### config.mk
export PLATFORM = sky130hd
export DESIGN_NAME = lif_calcium_pipe
export DESIGN_NICKNAME = d
export VERILOG_FILES = /design/src/rtl/lif_calcium_pipe.sv
export SDC_FILE = /design/constraint.sdc
export NUM_CORES = 1
export LEC_CHECK = 0
export CAP_MARGIN = 20
export CORE_MARGIN = 2
export CORE_UTILIZATION = 36
export DETAILED_ROUTE_END_ITERATION = 16
export PLACE_DENSITY = 0.71
export RECOVER_POWER = 100
export SYNTH_ARGS = -nofsm -noshare
export SYNTH_HDL_FRONTEND = slang
export SYNTH_SLANG_ARGS = --single-unit
### constraint.sdc
create_clock -name CLK -period 6.6 [get_ports CLK]
set_input_delay 1.32 -clock CLK [delete_from_list [all_inputs] [get_ports CLK]]
set_output_delay 1.32 -clock CLK [all_outputs]
set_load 0.02 [all_outputs]
### src/rtl/lif_calcium_pipe.sv
// Registered calcium / leak-counter update for the SDSP learning path, one-stage valid/ready pipe.
// Optional SDSP UP/DOWN event statistics are enabled by defining CA_EVENT_CNT_EN.
module lif_calcium_pipe #(
    parameter int CA_W   = 3,
    parameter int MEM_W  = 8,
    parameter int LEAK_W = 5
) (
    input  logic              CLK,
    input  logic              RST,
    input  logic              in_valid,
    output logic              in_ready,
    input  logic              param_ca_en,
    input  logic [MEM_W-1:0]  param_thetamem,
    input  logic [CA_W-1:0]   param_ca_theta1,
    input  logic [CA_W-1:0]   param_ca_theta2,
    input  logic [CA_W-1:0]   param_ca_theta3,
    input  logic [CA_W-1:0]   param_ca_inc,
    input  logic [LEAK_W-1:0] param_caleak,
    input  logic [CA_W-1:0]   state_calcium,
    input  logic [LEAK_W-1:0] state_caleak_cnt,
    input  logic [MEM_W-1:0]  state_core_next,
    input  logic              spike_out,
    input  logic              event_tref,
    output logic              out_valid,
    input  logic              out_ready,
    output logic [CA_W-1:0]   state_calcium_next,
    output logic [LEAK_W-1:0] state_caleak_cnt_next,
    output logic              v_up_next,
    output logic              v_down_next
`ifdef CA_EVENT_CNT_EN
    ,
    input  logic              cnt_clr,
    output logic [15:0]       up_cnt,
    output logic [15:0]       down_cnt
`endif
);

    logic              out_valid_q;
    logic [CA_W-1:0]   ca_q, ca_d;
    logic [LEAK_W-1:0] cnt_q, cnt_d;
    logic              up_q, up_d;
    logic              down_q, down_d;
    logic              leak_step;
    logic              leak;
    logic [CA_W+1:0]   ca_sum;
    logic              accept;

    assign in_ready = ~out_valid_q | out_ready;
    assign accept   = in_valid & in_ready;

    always_comb begin
        // NOTE: every combinational output gets a default first so no latch is inferred.
        leak      = 1'b0;
        cnt_d     = state_caleak_cnt;
        leak_step = param_ca_en && (param_caleak != '0) && event_tref;
        // >= rather than == so a counter stranded above a shortened period still wraps.
        if (leak_step) begin
            if (state_caleak_cnt >= param_caleak - LEAK_W'(1)) begin
                cnt_d = '0;
                leak  = 1'b1;
            end else begin
                cnt_d = state_caleak_cnt + LEAK_W'(1);
            end
        end

        // Two guard bits: bit CA_W+1 flags underflow, bit CA_W flags overflow.
        ca_sum = {2'b00, state_calcium}
               + (spike_out ? {2'b00, param_ca_inc} : '0)
               - {{(CA_W+1){1'b0}}, leak};
        if (!param_ca_en)        ca_d = state_calcium;
        else if (ca_sum[CA_W+1]) ca_d = '0;
        else if (ca_sum[CA_W])   ca_d = '1;
        else                     ca_d = ca_sum[CA_W-1:0];

        up_d   = param_ca_en && (state_core_next >= param_thetamem)
              && (ca_d >= param_ca_theta1) && (ca_d < param_ca_theta3);
        down_d = param_ca_en && (state_core_next < param_thetamem)
              && (ca_d >= param_ca_theta1) && (ca_d < param_ca_theta2);
    end

    // NOTE: sequential state uses non-blocking assignments only; reset is synchronous.
    always_ff @(posedge CLK) begin
        if (RST) begin
            out_valid_q <= 1'b0;
            ca_q        <= '0;
            cnt_q       <= '0;
            up_q        <= 1'b0;
            down_q      <= 1'b0;
        end else if (accept) begin
            out_valid_q <= 1'b1;
            ca_q        <= ca_d;
            cnt_q       <= cnt_d;
            up_q        <= up_d;
            down_q      <= down_d;
        end else if (out_ready) begin
            out_valid_q <= 1'b0;
        end
    end

    assign out_valid             = out_valid_q;
    assign state_calcium_next    = ca_q;
    assign state_caleak_cnt_next = cnt_q;
    assign v_up_next             = up_q;
    assign v_down_next           = down_q;

`ifdef CA_EVENT_CNT_EN
    logic [15:0] up_cnt_q, down_cnt_q;
    logic        handshake;

    assign handshake = out_valid_q & out_ready;

    always_ff @(posedge CLK) begin
        if (RST || cnt_clr) begin
            up_cnt_q   <= '0;
            down_cnt_q <= '0;
        end else if (handshake) begin
            if (up_q && (up_cnt_q != 16'hFFFF))     up_cnt_q   <= up_cnt_q + 16'd1;
            if (down_q && (down_cnt_q != 16'hFFFF)) down_cnt_q <= down_cnt_q + 16'd1;
        end
    end

    assign up_cnt   = up_cnt_q;
    assign down_cnt = down_cnt_q;
`endif

endmodule

==> flow_metrics.tcl, run 1 <==
set metrics [dict create \
    yosysUniqueCellTypes 39 \
    drc_errors 0 \
    synth.area.mux_share_pct 0 \
    gp_congestion 0.805 \
    setup_viol 0 \
    ios 60 \
    numPortBuffers 59 \
    gr-total-overflow 0 \
    fillerInstances 328 \
    antenna_left 0 \
    post-place-ws_ps 690 \
    cp_max_fo 4 \
    cts_num_sinks 11 \
    viasPerCell 4.77 \
    critPathTopFamily "adder cells" \
    grt_pass1_vias 1260 \
    startpoint_type "input port" \
    wire_per_inst_um 10.6 \
    clk_pin_slew_ps 80 \
    seq_area_um2 220 \
    ys_seq_area_share_pct 16.9 \
    grt_max_degree 11 \
    core_um2 3420 \
    worst_slew_pin_slew_ps 447 \
    drv_slew 0 \
    post_cts_buffers 0 \
    postCtsHoldBufs 0 \
    slowest_stage "dlygate4sd3_1" \
    cts_buffers 3 \
    cap_violations 0 \
    critPathKind "in -> reg" \
    static-leakage-power_nw 0.923 \
    slew-limit-headroom_pct 69.8 \
    synthCells 172 \
    antenna_found_initial 0 \
    synth.avg_cell_area_um2 7.59 \
    cts_buffer_depth 2 \
    syn-cell-area_um2 1310 \
    cts.repair.resized 0 \
    synth_fa_ha_area_share_pct 28.4 \
    start_util_pct 38.2 \
    yosysWarnings 0 \
    post_dp_cell_area_um2 1940 \
    num_rows 21 \
    mostFrequentLayoutCell "clkdlybuf4s50_1" \
    fin_area_um2 1960 \
    rsz0062_at_grt "false" \
    synth_top_family_by_area "adder cells" \
    synth_nets 249 \
    power_per_cell_area_nw_per_um2 122 \
    drtPass1Iterations 4 \
    p_total_w 0.000239 \
    layout_common_cells "clkdlybuf4s50_1 (45), inv_1 (29), ha_1 (28)" \
    max_stage_delay_ps 550 \
    synthXorXnorAreaFrac_pct 4.03 \
    peakVddDrop_v 0.0000495 \
    post-route-min-period_ps 5760 \
    first_iter_violations 21 \
    cp.arrival_ps 5920 \
    ys_ff_latch 11 \
    cp.required_ps 6760 \
    clk_latency_ps 270 \
    finClkSkew_ps 6.46 \
    final_hold_viol_count 0 \
    cp_num_buf_inv 3 \
    wirelength_mm 2.95 \
    synth-simple-area-share_pct 20.5 \
    multiInputGateArea_um2 955 \
    fp.dieArea_um2 4120 \
    outcome "finished clean" \
    vias 1331 \
    die_h_um 64.2 \
    die_w_um 64.2 \
    grt_pass1_wl_mm 5.09 \
    hpwl_mm 2.63 \
    fmax_mhz 173 \
    final.setup.worst_slack_ps 836 \
    root_buffer "clkbuf_4" \
    synth_compound_area_share_pct 20.7 \
    hold_class "reg -> reg" \
    ctsHtreeMaxLevel 1 \
    path_cells "dlygate4sd3_1 > inv_1 > ha_1 > nor4b_1 > nor2_1 > ha_1 > a21o_1 > a31oi_1 > nor2_1 > ha_1 > inv_1 > ha_1 > fa_1 > xor2_1 > o21ai_0 > nand2_1 > ha_1 > a21oi_1 > a21oi_1 > a22oi_1 > a2111oi_0" \
    diodes 0 \
    cts_tree "done" \
    drive_above_1_share_pct 4.72 \
    hold_slack_ps 453 \
    fin_nets 311 \
    fin_setup_tns_ps 0 \
    gr-usage-all-layers_pct 14.9 \
    critPathCaptureType "register" \
    timing.final.crit_share_pct 87.3 \
    crit_path_frequent_cell "ha_1" \
    syn2layout_area_growth_pct 50.1 \
]
[layer usage]
metal / global-route usage (%) / up-vias / share of wire [%]
met5: 0 / - / 0
met4: 3.99 / 0 / 0
met3: 1.94 / 0 / 5.8
met2: 25.5 / 37 / 44
met1: 19.6 / 572 / 50
li1: - / 722 / -
[worst reg2reg max path, stage by stage, from the launching register on]
cell and delay, ps:
dfxtp_1 370, nand2b_4 70, and2_4 190, nor2_2 250, a211oi_1 130, a2111oi_0 320
[cells in the mapped netlist (all sizes together)]
cell	n	area [µm²]
a2111oi	1	15.0
a211oi	4	30.0
a21bo	2	20.0
a21boi	1	7.51
a21o	1	7.51
a21oi	13	65.1
a22oi	1	7.51
a311oi	2	17.5
a31o	1	8.76
a31oi	2	12.5
a32oi	1	8.76
a41oi	2	17.5
and2	1	8.76
and2b	1	7.51
and3	1	7.51
buf	1	11.3
clkbuf	1	3.75
dfxtp	11	220
fa	1	20.0
ha	28	350
inv	29	109
nand2	21	78.8
nand2b	2	20.0
nand3	5	25.0
nand4	4	25.0
nor2	12	47.6
nor2b	2	12.5
nor3	1	5.00
nor4b	2	17.5
o211ai	1	7.51
o21ai	9	45.0
or2	2	12.5
xnor2	2	17.5
xor2	4	35.0
[power by group]
| group | leakage, nW | internal (W) | total (W) | switching, W |
|---|---|---|---|---|
| combinational | 0.814 | 0.0000633 | 0.000120 | 0.0000564 |
| clock | 0.0177 | 0.0000224 | 0.0000456 | 0.0000232 |
| sequential | 0.0906 | 0.0000711 | 0.0000738 | 0.00000269 |
| total | 0.923 | 0.000157 | 0.000239 | 0.0000823 |
[layout make-up]
class	instances	share of cell area (%)
timing repair buffer	59	30.1
clock inverter	1	0.255
multi-input combinational	130	48.7
inverter	29	5.56
sequential	11	11.2
tap	46	2.94
clock buffer	3	1.15
[stage by stage]
stage / utilization, % / std cells
final: 57.4 / 279
after global routing: 57.4 / 279
after CTS: 57.5 / 279
after detailed placement: 56.7 / 275
after global placement: 56.7 / 275
after floorplan: - / 172
[sequential cells by signal, indices dropped and copies added, names as in the netlist]
name / cells
out_valid: 1
state_calcium_next: 3
state_caleak_cnt_next: 5
v_down_next: 1
v_up_next: 1
[cell families after synthesis]
| family | Yosys count |
|---|---|
| adders and majority gates | 29 |
| buffers and inverters | 31 |
| DFF | 11 |
| xor gates and xnor gates | 6 |
| AOI/OAI and AO/OA | 41 |
| and+or+nand+nor | 54 |
[worst paths after layout]
path / start / to / slack (ps) / depth (start not counted)
worst max register to register: out_valid$_SDFFE_PP0P_ / v_up_next$_SDFFE_PP0P_ / 5160 / 5
worst min register to register: state_calcium_next[0]$_SDFFE_PP0P_ / state_calcium_next[0]$_SDFFE_PP0P_ / 450 / 2
worst min-delay path: state_calcium_next[0]$_SDFFE_PP0P_ / state_calcium_next[0]$_SDFFE_PP0P_ / 450 / 2
worst max-delay path: param_caleak[0] / v_up_next$_SDFFE_PP0P_ / 840 / 21
No activity file was read; power rests on OpenSTA's default activity.
==> run 2: changes to the inputs <==
--- a/config.mk
+++ b/config.mk
@@ -5,8 +5,8 @@
 export SDC_FILE = /design/constraint.sdc
 export NUM_CORES = 1
 export LEC_CHECK = 0
+export ABC_AREA = 0
 export CAP_MARGIN = 20
-export CORE_MARGIN = 2
 export CORE_UTILIZATION = 36
 export DETAILED_ROUTE_END_ITERATION = 16
 export PLACE_DENSITY = 0.71
==> run 2 against run 1 <==
- final cell count is the same
- core utilization grew 0.18 points
- critical path depth is the same
- register-to-register slack gained 70 ps
- die area shrank 6.1%
- worst setup slack gained 3.0 ps
- fmax is essentially flat
- hold slack is essentially flat
- clock power shrank 3%
- critical path type unchanged
- largest power group unchanged
==> flow_metrics.tcl, run 2 (same netlist as run 1, synthesis figures left out) <==
set metrics [dict create \
    grt_max_degree 11 \
    clk_latency_ps 270 \
    static-leakage-power_nw 0.923 \
    num_rows 21 \
    post-route-min-period_ps 5760 \
    drc_errors 0 \
    drive_above_1_share_pct 5.15 \
    largest_reg_flops 5 \
    wirelength_mm 2.93 \
    peakVddDrop_v 0.0000474 \
    numPortBuffers 59 \
    gr-total-overflow 0 \
    startpoint_type "input port" \
    wire_per_inst_um 10.5 \
    cts.repair.resized 0 \
    post_cts_buffers 0 \
    antenna_found_initial 0 \
    critPathKind "in -> reg" \
    cp_max_fo 4 \
    met2_length_mm 1.26 \
    viasPerCell 4.79 \
    gr-usage-all-layers_pct 16.2 \
    slowest_stage "dlygate4sd3_1" \
    vias 1337 \
    gp_congestion 0.813 \
    syn2layout_area_growth_pct 50.6 \
    setup_viol 0 \
    r2r-start "out_valid$_SDFFE_PP0P_" \
    hpwl_mm 2.57 \
    drtPass1Iterations 5 \
    route.met3.wl_um 195 \
    rsz0062_at_grt "false" \
    highest_layer "met4" \
    worst_slew_pin_slew_ps 473 \
    grt_pass1_vias 1222 \
    cts_num_sinks 11 \
    fmax_mhz 174 \
    cap_violations 0 \
    fin_nets 311 \
    slew-limit-headroom_pct 68.0 \
    fin_setup_tns_ps 0 \
    drv_slew 0 \
    cts_tree "done" \
    root_buffer "clkbuf_4" \
    ctsHtreeMaxLevel 1 \
    crit_path_frequent_cell "ha_1" \
    final_hold_viol_count 0 \
    antenna_left 0 \
    grt_pass1_wl_mm 5.18 \
    clk_pin_slew_ps 70 \
    hold_start "state_caleak_cnt_next[3]$_SDFFE_PP0P_" \
    max_stage_delay_ps 550 \
    critPathCaptureType "register" \
    finClkSkew_ps 3.75 \
    power_per_cell_area_nw_per_um2 122 \
    hold_class "reg -> reg" \
    postCtsHoldBufs 0 \
    die_h_um 62.2 \
    cp.required_ps 6790 \
    core_um2 3420 \
    cp.arrival_ps 5950 \
    cp_num_buf_inv 3 \
    first_iter_violations 54 \
    crit_start "param_caleak[0]" \
    wl_met1_mm 1.44 \
    cts_buffers 3 \
    timing.final.crit_share_pct 87.3 \
    ios 60 \
    start_util_pct 38.2 \
    layout_common_cells "clkdlybuf4s50_1 (45), inv_1 (29), ha_1 (28)" \
    fp.dieArea_um2 3870 \
    die_w_um 62.2 \
    path_cells "dlygate4sd3_1 > inv_1 > ha_1 > nor4b_1 > nor2_1 > ha_1 > a21o_1 > a31oi_1 > nor2_1 > ha_1 > inv_1 > ha_1 > fa_1 > xor2_1 > o21ai_0 > nand2_1 > ha_1 > a21oi_1 > nor4b_1 > a32oi_1 > a41oi_1" \
    mostFrequentLayoutCell "clkdlybuf4s50_1" \
    outcome "finished clean" \
    critPathTopFamily "adder cells" \
    diodes 0 \
    cts_buffer_depth 2 \
    p_total_w 0.000239 \
]
run 2: final timing paths:
kind,to,slack (ps),depth (start not counted)
setup / recovery,v_down_next$_SDFFE_PP0P_,840,21
hold / removal,state_caleak_cnt_next[3]$_SDFFE_PP0P_,450,2
setup reg to reg,v_up_next$_SDFFE_PP0P_,5230,5
hold reg to reg,state_caleak_cnt_next[3]$_SDFFE_PP0P_,450,2
run 2: worst min-delay path: stages, from the launching register on:
cell and delay (ps):
dfxtp_1 320, nand2_1 40, o21ai_0 50
run 2: layout make-up:
class / count / area [µm²]
fillers: 320 / 1450
multi-input cells: 130 / 961
repair buffers: 59 / 591
flip-flops and latches: 11 / 220
inverters: 29 / 109
well taps: 46 / 57.6
clock buffers: 3 / 22.5
clock inverters: 1 / 5.00
run 2: through the flow:
step | hold WS [ps] | instances | setup slack, ps | cell area, µm² | util, %
finish | 453 | 279 | 838 | 1970 | 57.5
global route | 481 | 279 | 367 | 1970 | 57.5
CTS | 459 | 279 | 950 | 1970 | 57.5
detailed placement | 447 | 275 | 682 | 1940 | 56.7
global placement | 443 | 275 | 777 | 1940 | 56.7
floorplan | 535 | 172 | 1490 | 1310 | -
run 2: power breakdown:
group | switching, W | internal [W] | total (W)
registers | 0.00000266 | 0.0000711 | 0.0000738
logic | 0.0000574 | 0.0000636 | 0.000121
clock network | 0.0000219 | 0.0000224 | 0.0000443
total | 0.0000819 | 0.000157 | 0.000239
run 2: layer usage:
metal	global-route usage, %	up-vias
li1	-	719
met1	22.8	565
met2	24.0	49
met3	3.13	4
met4	6.69	0
met5	0	-
==> run 3: changes to the inputs <==
--- a/config.mk
+++ b/config.mk
@@ -11,6 +11,7 @@
 export DETAILED_ROUTE_END_ITERATION = 16
 export PLACE_DENSITY = 0.71
 export RECOVER_POWER = 100
+export SLEW_MARGIN = 15
 export SYNTH_ARGS = -nofsm -noshare
 export SYNTH_HDL_FRONTEND = slang
 export SYNTH_SLANG_ARGS = --single-unit
==> results of run 3 <==
Same layout as run 2: the final DEF is identical, and so are final timing and power.
==> patch (config.mk and constraints of run 3) <==
Build with the macro `CA_EVENT_CNT_EN` defined.
--- a/src/rtl/lif_calcium_pipe.sv
+++ b/src/rtl/lif_calcium_pipe.sv
@@ -1,4 +1,6 @@
 // Registered calcium / leak-counter update for the SDSP learning path, one-stage valid/ready pipe.
 // Optional SDSP UP/DOWN event statistics are enabled by defining CA_EVENT_CNT_EN.
+`define CA_EVENT_CNT_EN
+
 module lif_calcium_pipe #(
     parameter int CA_W   = 3,
Ports: changed (added cnt_clr, down_cnt and up_cnt); port bits go from 60 to 93. The function was not compared with the original's and may differ.
==> patch against run 3 <==
- the flow now finishes with violations (max-capacitance violations, max-slew violations)
- register-to-register slack got worse by 0.67 ns
- wire length increased by 140%
- sequential power increased to 3.6 times the old value
- power increased to 2.7 times the old value
- non-clock buffer count increased by 33
- worst setup slack got worse by 0.18 ns
- global-route usage increased by 1.8 points
- synthesized area increased by 120%
- clock skew increased by 0.0035 ns
- clock power increased to 5.5 times the old value
- cell count increased by 96%
- sequential cell count increased by 32
- cell area increased by 110%
==> patch: results (changes against run 3) <==
* First-pass GRT wire length at 12.4 mm (+140%)
* # diodes at 0 (unchanged)
* Worst VDD drop at 0.0872 mV (+84%)
* Compound-Gate Fraction of Synth Area at 15.0% (-5.7 points)
* Outcome: complete, but fails checks
* Hold Startpoint: state_caleak_cnt_next[4]
* Total CTS buffers at 5 (+2)
* Worst hold endpoint: state_caleak_cnt_next[4]
* Final Max Tran Viols at 30 (+30)
* H-tree Lvls at 2 (+1)
* Initial antenna violation count at 1 (+1)
* R2R Setup Slk at 4.56 ns (-0.67 ns)
* Post-DP HPWL at 5.64 mm (+120%)
* Nets at 525 (+69%)
* Iteration-0 DRC Markers at 87 (+61%)
* WP data arrival at 6.16 ns (+0.21 ns)
* Post-Synth XOR/XNOR Area at 8.80% (+4.8 points)
* Slowest stage cell, crit path: nor4b_1
* Reg2reg start: up_cnt[0]
* Worst-skew pair later-pin latency at 0.29 ns (+0.02 ns)
* Synth top cells by count: 43 x dfxtp_1, 39 x nor2_1, 30 x ha_1
* Seq/Total Area, Yosys at 29.8% (+13 points)
* Failing checks: max-capacitance violations, max-slew violations
* Max Cap Viol at 1 (+1)
* Worst Skew at 0.00730 ns (+0.00355 ns)
* RD Place Congestion at 0.889 (+9.3%)
* Initial DRT Pass Iterations at 4 (-1)
* CTS Root Cell: clkbuf_8
* Layout cells sized above 1 at 4.71% (-0.44 points)
* Dpl cell area at 3900 um2 (+100%)
* Via count at 2,818 (+110%)
* Port Buffers at 92 (+56%)
* Worst-margin pin slew at 1.66 ns (+1.18 ns)
* Largest family of logic cells by synthesized area: simple AND/OR/NAND/NOR gates
* Max incr delay on CP at 0.44 ns (-0.11 ns)
* Largest net degree at the start of global routing at 30 (+19)
* Cell variety after synth at 56 (+44%)
* Drt wl/cell at 12.7 um (+21%)
* Place WS at 0.401 ns (-0.281 ns)
patch: final cells by class:
class | instances | area (um2) | area share (%)
clock inverter | 3 | 67.6 | 1.67
sequential | 43 | 861 | 21.3
clock buffer | 5 | 68.8 | 1.71
multi-input combinational | 274 | 1880 | 46.6
timing repair buffer | 92 | 921 | 22.8
tap | 102 | 128 | 3.16
inverter | 29 | 109 | 2.70
patch: through the flow:
stage          hold WS (ns)  cells  utilization (%)  power [uW]
5_1_grt               0.510    548             52.2         688
4_1_cts               0.481    548             52.2         656
6_report              0.465    548             52.2         646
3_5_place_dp          0.461    540             50.5         412
2_1_floorplan         0.530    353                -         352
3_3_place_gp          0.453    540             50.5         409
patch: worst max path at each step:
| stage | slack (ns) | end | cells past startpoint | startpoint |
|---|---|---|---|---|
| 2_1_floorplan | 1.32 | v_down_next | 21 | param_caleak[0] |
| 3_3_place_gp | 0.65 | v_down_next | 22 | param_caleak[0] |
| 3_5_place_dp | 0.40 | v_down_next | 22 | param_caleak[0] |
| 4_1_cts | 0.70 | v_down_next | 22 | param_caleak[0] |
| 5_1_grt | 0.08 | v_down_next | 22 | param_caleak[0] |
| 6_report | 0.66 | v_down_next | 22 | param_caleak[0] |
patch: critical path: cells and delay by family:
kind	cells	cell delay, ns
adders and majority gates	6	1.68
AOI/OAI and AO/OA	7	1.34
and+or+nand+nor	4	1.03
buffers and inverters	4	0.63
xor gates and xnor gates	1	0.16
patch: where the power goes:
group | internal, uW | leakage, uW | switching [uW]
sequential | 264 | 0.000348 | 3.89
clock | 151 | 0.0000644 | 91.2
combinational | 69.2 | 0.00127 | 67.0
patch: logic make-up after synthesis:
| family | count (synthesis) |
|---|---|
| xor gates and xnor gates | 29 |
| DFF | 43 |
| adders and majority gates | 31 |
| and+or+nand+nor | 149 |
| buffers and inverters | 36 |
| AOI/OAI and AO/OA | 65 |
patch: per-layer routing:
metal	routed length [um]	global-route usage, %
met4	63	3.57
met2	3250	31.8
met3	380	4.44
met1	3240	22.1
met5	10	0
